==> config.mk <==
export PLATFORM = sky130hd
export DESIGN_NAME = instr_inv_queue
export DESIGN_NICKNAME = d
export VERILOG_FILES = /design/src/rtl/instr_inv_queue_pkg.sv /design/src/rtl/instr_inv_queue_ring.sv /design/src/rtl/instr_inv_queue.sv
export SDC_FILE = /design/constraint.sdc
export NUM_CORES = 1
export LEC_CHECK = 0
export CAP_MARGIN = 10
export CORE_MARGIN = 4
export CORE_UTILIZATION = 45
export CTS_BUF_LIST = sky130_fd_sc_hd__clkbuf_8 sky130_fd_sc_hd__clkbuf_16
export DETAILED_ROUTE_END_ITERATION = 8
export PLACE_DENSITY = 0.69
export SETUP_SLACK_MARGIN = 0.4
export SYNTH_ARGS = -nofsm -noshare
export SYNTH_HDL_FRONTEND = slang
export SYNTH_SLANG_ARGS = --single-unit
==> constraint.sdc <==
create_clock -name clk -period 6.3 [get_ports clk]
set_input_delay 0.63 -clock clk [delete_from_list [all_inputs] [get_ports clk]]
set_output_delay 0.63 -clock clk [all_outputs]
set_load 0.05 [all_outputs]
==> src/rtl/instr_inv_queue_pkg.sv <==
// Shared types for the instruction invalidation queue: command format,
// queue state and the CPU configuration knobs that size it.
package instr_inv_queue_pkg;

  typedef enum logic {NORMAL = 1'b0, FLUSH = 1'b1} inv_q_state_t;

  // line_addr sized for the narrowest line (LINE_W = 1); users take the low bits
  typedef struct packed {
    logic        flush_all;
    logic [29:0] line_addr;
  } inv_cmd_t;

  typedef struct packed {
    int INSTR_INV_QUEUE_DEPTH;
    int INSTR_INV_CONSUMERS;
  } cpu_config_t;

  localparam cpu_config_t CPU_CFG_DEFAULT = '{
    INSTR_INV_QUEUE_DEPTH: 4,
    INSTR_INV_CONSUMERS:   2
  };

endpackage

==> src/rtl/instr_inv_queue_ring.sv <==
// Line-address ring buffer: wrap-bit pointers for full/empty, a tail read
// port for duplicate detection and a synchronous clear for overflow.
module inv_ring_buffer #(
  parameter int DEPTH = 4,
  parameter int W     = 28
) (
  input  logic         clk,
  input  logic         rst_n,
  input  logic         clr,
  input  logic         push,
  input  logic         pop,
  input  logic [W-1:0] wdata,
  output logic [W-1:0] head,
  output logic [W-1:0] tail,
  output logic         full,
  output logic         empty,
  output logic         single
);
  localparam int AW = $clog2(DEPTH);

  logic [W-1:0] mem [DEPTH];
  logic [AW:0]  wptr, rptr;
  logic [AW:0]  occ;

  assign occ    = wptr - rptr;
  assign empty  = (wptr == rptr);
  assign full   = (wptr[AW] != rptr[AW]) && (wptr[AW-1:0] == rptr[AW-1:0]);
  assign single = (occ == (AW+1)'(1));
  assign head   = mem[rptr[AW-1:0]];
  assign tail   = mem[wptr[AW-1:0] - AW'(1)];

  always_ff @(posedge clk or negedge rst_n) begin
    if (!rst_n) begin
      wptr <= '0;
      rptr <= '0;
    end else if (clr) begin
      wptr <= '0;
      rptr <= '0;
    end else begin
      if (push) wptr <= wptr + (AW+1)'(1);
      if (pop)  rptr <= rptr + (AW+1)'(1);
    end
  end

  // storage needs no reset: readers are gated by empty/state
  always_ff @(posedge clk) begin
    if (push && !clr) mem[wptr[AW-1:0]] <= wdata;
  end

endmodule

==> src/rtl/instr_inv_queue.sv <==
// Instruction-coherency invalidation queue: range filter, tail coalescing,
// multi-consumer broadcast with per-consumer done tracking, flush-all on overflow.
module instr_inv_queue
  import instr_inv_queue_pkg::*;
#(
  parameter int          DEPTH         = CPU_CFG_DEFAULT.INSTR_INV_QUEUE_DEPTH,
  parameter int          NUM_CONSUMERS = CPU_CFG_DEFAULT.INSTR_INV_CONSUMERS,
  parameter int          LINE_W        = 4,
  parameter logic [31:0] ADDR_L        = 32'h8000_0000,
  parameter logic [31:0] ADDR_H        = 32'h8FFF_FFFF,
  localparam int         LINE_ADDR_W   = 30 - $clog2(LINE_W)
) (
  input  logic                     clk,
  input  logic                     rst_n,
  input  logic                     inv_valid,
  input  logic [31:0]              inv_addr,
  output logic [NUM_CONSUMERS-1:0] out_valid,
  output logic                     out_flush_all,
  output logic [LINE_ADDR_W-1:0]   out_line_addr,
  input  logic [NUM_CONSUMERS-1:0] out_ack,
  output logic                     busy,
  output logic [7:0]               overflow_cnt
);
  inv_q_state_t             state;
  logic [NUM_CONSUMERS-1:0] done, acked;
  logic [LINE_ADDR_W-1:0]   line, q_head, q_tail;
  logic q_full, q_empty, q_single;
  logic accept, dup, push_req, overflow, push, pop, cmd_valid, retire;

  assign line     = inv_addr[31 -: LINE_ADDR_W];
  assign accept   = inv_valid && (inv_addr >= ADDR_L) && (inv_addr <= ADDR_H);

  assign cmd_valid = (state == FLUSH) || !q_empty;
  assign out_valid = {NUM_CONSUMERS{cmd_valid}} & ~done;
  assign acked     = out_ack & out_valid;
  assign retire    = cmd_valid && (&(done | acked));
  assign pop       = retire && (state == NORMAL);

  // a lone head some consumer already took must be re-sent, not coalesced
  assign dup      = accept && !q_empty && (line == q_tail) &&
                    !((state == NORMAL) && q_single && (|done));
  assign push_req = accept && !dup;
  assign overflow = push_req && q_full && !pop;
  assign push     = push_req && !overflow;

  inv_ring_buffer #(.DEPTH(DEPTH), .W(LINE_ADDR_W)) u_ring (
    .clk    (clk),
    .rst_n  (rst_n),
    .clr    (overflow),
    .push   (push),
    .pop    (pop),
    .wdata  (line),
    .head   (q_head),
    .tail   (q_tail),
    .full   (q_full),
    .empty  (q_empty),
    .single (q_single)
  );

  assign out_flush_all = (state == FLUSH);
  assign out_line_addr = (state == NORMAL && !q_empty) ? q_head : '0;
  assign busy          = cmd_valid;

  always_ff @(posedge clk or negedge rst_n) begin
    if (!rst_n) begin
      state        <= NORMAL;
      done         <= '0;
      overflow_cnt <= '0;
    end else begin
      if (overflow)                        state <= FLUSH;
      else if (state == FLUSH && retire)   state <= NORMAL;

      if (overflow || retire) done <= '0;
      else                    done <= done | acked;

      if (overflow && overflow_cnt != 8'hFF) overflow_cnt <= overflow_cnt + 8'd1;
    end
  end

endmodule
==> impl_metrics.py <==
metrics = {
    "run_status": {
        "outcome": "finished clean",
    },
    "global_routing": {
        "antenna_found_initial": 0,
        "grt_pass1_wl_um": 21610,
        "track_usage_pct": 17.98,
        "grt_pass1_vias": 3912,
        "grt_remaining_overflow": 0,
        "grt_start_max_net_pins": 35,
    },
    "detailed_routing": {
        "num_vias": 3690,
        "wl_met1_um": 5912,
        "drt_iter0_drc": 225,
        "drc": 0,
        "dr_wl_met2_um": 6688,
        "totalWireLength_um": 13580,
        "top_layer": "met4",
        "dr_wl_met3_um": 717,
        "drtAntennaViolNets": 0,
        "firstDrtPassIters": 4,
        "post_drt_wl_per_cell_um": 20.73,
        "via_per_inst": 5.634,
    },
    "min_path": {
        "hold_depth": 1,
        "hold_class": "reg2reg",
    },
    "cts": {
        "cts-hold-fix-buffers": 0,
        "clk_transition_reported_paths_ps": 60,
        "clock_sinks": 129,
        "cts_resized": 0,
        "cts_tree": "yes",
        "clockBufferDepth": 2,
        "numCtsBuffers": 17,
        "root_buffer": "clkbuf_16",
        "insertion_delay_ps": 420,
        "cts_setup_buffers": 0,
        "htree_levels": 4,
    },
    "placed_design": {
        "dp_hpwl_um": 8546,
        "place_congestion": 0.7878,
        "placed_area_um2": 7315,
        "port_buffers": 72,
    },
    "synthesis": {
        "synthAdderAreaFrac_pct": 2.073,
        "synth_compound_gate_area_share_pct": 2.152,
        "ys.flop_type": "edfxtp_1",
        "synth_cells": 376,
        "syn_nets": 422,
        "synth_area_per_cell_um2": 16.85,
        "ys_seq_area_share_pct": 59.79,
        "synth-xor-area-share_pct": 4.562,
        "synth_cell_types": 45,
        "synth_edf_count": 112,
        "synth_mux_area_share_pct": 20.77,
        "yosys.area_share.simple_pct": 8.235,
        "ys_ff_latch": 129,
        "syn_area_um2": 6336,
        "synth_top_family_by_area": "multiplexers",
        "synth-async-reset-ratio_pct": 13.18,
        "yosys_warnings": 0,
    },
    "timing": {
        "fin_skew_ps": 7.780,
        "finalHoldWorstSlack_ps": 498.5,
        "worst_pin_slew_ps": 1029,
        "final-hold-violation-count": 0,
        "max_freq_ghz": 0.2420,
        "tns_ps": 0,
        "min_period_ps": 4132,
        "post-route-period-util_pct": 65.59,
        "rsz0062_at_grt": "no",
        "setup_viol": 0,
        "slew_headroom_pct": 30.80,
        "drv_slew": 0,
    },
    "setup_path": {
        "critPathKind": "reg2out",
        "worstSetupEndpoint": "out_line_addr[10]",
        "cp-start-kind": "flop",
        "cp_max_fo": 30,
        "r2r_end": "u_ring.mem[0][18]",
        "cp-startpoint": "u_ring.rptr[1]",
        "max_stage_delay_ps": 860,
        "ff2ff_setup_slack_ps": 2320,
        "worstPathArrival_ps": 3500,
        "reg2regPathDepth": 12,
        "path_cells": "buf_4, inv_1, ha_1, a31o_2, nor2b_1, clkdlybuf4s50_1",
        "regToRegStartpoint": "u_ring.wptr[1]",
        "worst_ep_required_time_ps": 5670,
        "end_kind": "primary output",
        "crit_slowest_cell": "clkdlybuf4s50_1",
    },
    "floorplan": {
        "ios": 77,
        "start_util_pct": 45.82,
        "die_h_um": 126.7,
        "core-area_um2": 13830,
        "die_area_um2": 16040,
        "row_count": 43,
        "die_w_um": 126.7,
    },
    "final_layout": {
        "fillerInstances": 1046,
        "drive_gt1_share_pct": 23.79,
        "area_growth_syn_to_layout_pct": 25.38,
        "num_antenna_cells": 0,
        "fin_nets": 508,
        "final_area_um2": 7944,
    },
    "power_and_ir_drop": {
        "leakagePower_nw": 2.735,
        "cellPowerDensity_nw_per_um2": 545.3,
        "peakVddDrop_mv": 0.3139,
    },
    "job": {
        "max_cap_violations": 0,
    },
}
sequential cells by signal (all words and copies together) (netlist names):
register,cells
u_ring.mem,112
overflow_cnt,8
u_ring.rptr,3
u_ring.wptr,3
done,2
out_flush_all,1
critical path, delay by kind of cell, from the launching register on:
kind / cells / cell delay, ps
AOI/OAI and AO/OA: 1 / 470
adders and majority gates: 1 / 370
buffers and inverters: 3 / 1580
DFF: 1 / 330
and+or+nand+nor: 1 / 330
Yosys cell counts, drive strengths merged (11+ instances only):
cell / instances / area share (%)
edfxtp: 112 / 53
mux4: 52 / 19
nor2b: 28 / 2.8
xnor2: 26 / 3.6
dfrtp: 17 / 6.7
mux2i: 13 / 2.1
nand2: 12 / 0.75
nand4: 12 / 1.2
clkbuf: 11 / 0.65
inv: 11 / 0.65
power breakdown:
part           total [mW]  internal (mW)  switching, mW
clock                1.02          0.658          0.359
sequential           1.00          0.973         0.0299
combinational        2.31          0.934           1.38
total                4.33           2.56           1.77
layer usage:
layer,GRT usage [%],vias up
met5,0,-
met4,6.498,0
met3,5.221,20
met2,28.55,96
met1,23.80,1904
li1,-,1670
layout make-up:
type	instances	area, µm²	share of cell area (%)
clock buffer	17	425.4	5.355
tap	180	225.2	2.835
inverter	12	45.04	0.5670
sequential	129	3792	47.74
clock inverter	15	192.7	2.426
timing repair buffer	86	842.1	10.60
multi-input combinational	216	2421	30.48
cell families after synthesis:
logic type / after synthesis
AOI/OAI and AO/OA: 18
xor gates and xnor gates: 33
adders and majority gates: 10
buffers and inverters: 31
DFF: 129
muxes: 66
and+or+nand+nor: 89
placed cells by master (no fill, tap or decap), types with 2 or more instances in the layout:
cell	instances
clkinvlp_4	3
inv_1	12
dfrtp_1	14
clkinv_1	4
clkinv_4	3
nand2_1	11
and3_1	5
a31o_2	2
xnor2_1	26
ha_1	8
clkdlybuf4s50_1	72
buf_4	12
nor4_2	3
nor3b_2	3
a21oi_1	2
nor2b_1	28
bufinv_16	4
or3_1	2
dfrtp_2	3
nand4_1	12
clkbuf_16	17
nand3_1	4
o21ai_0	4
mux2i_1	13
o221a_2	2
nor2_1	7
nor3_1	7
o221ai_1	2
edfxtp_1	112
xor2_1	7
mux4_2	51
through the flow:
stage               worst slack, ps  utilization [%]  power (mW)  std cells
CTS                            1850            57.37       4.382        654
finish                         2168            57.45       4.331        655
global placement               2035            52.90       3.326        622
floorplan                     885.7                -       2.727        376
detailed placement             1921            52.90       3.347        622
global route                   1917            57.45       4.542        655
worst min path at each step:
stage,start,to,slack [ps]
floorplan,rst_n,done[0],330
global placement,overflow_cnt[6],overflow_cnt[6],480
detailed placement,overflow_cnt[7],overflow_cnt[7],490
CTS,overflow_cnt[7],overflow_cnt[7],500
global route,overflow_cnt[7],overflow_cnt[7],530
finish,u_ring.wptr[2],u_ring.wptr[2],500
Power figures use the tool's default switching activity.
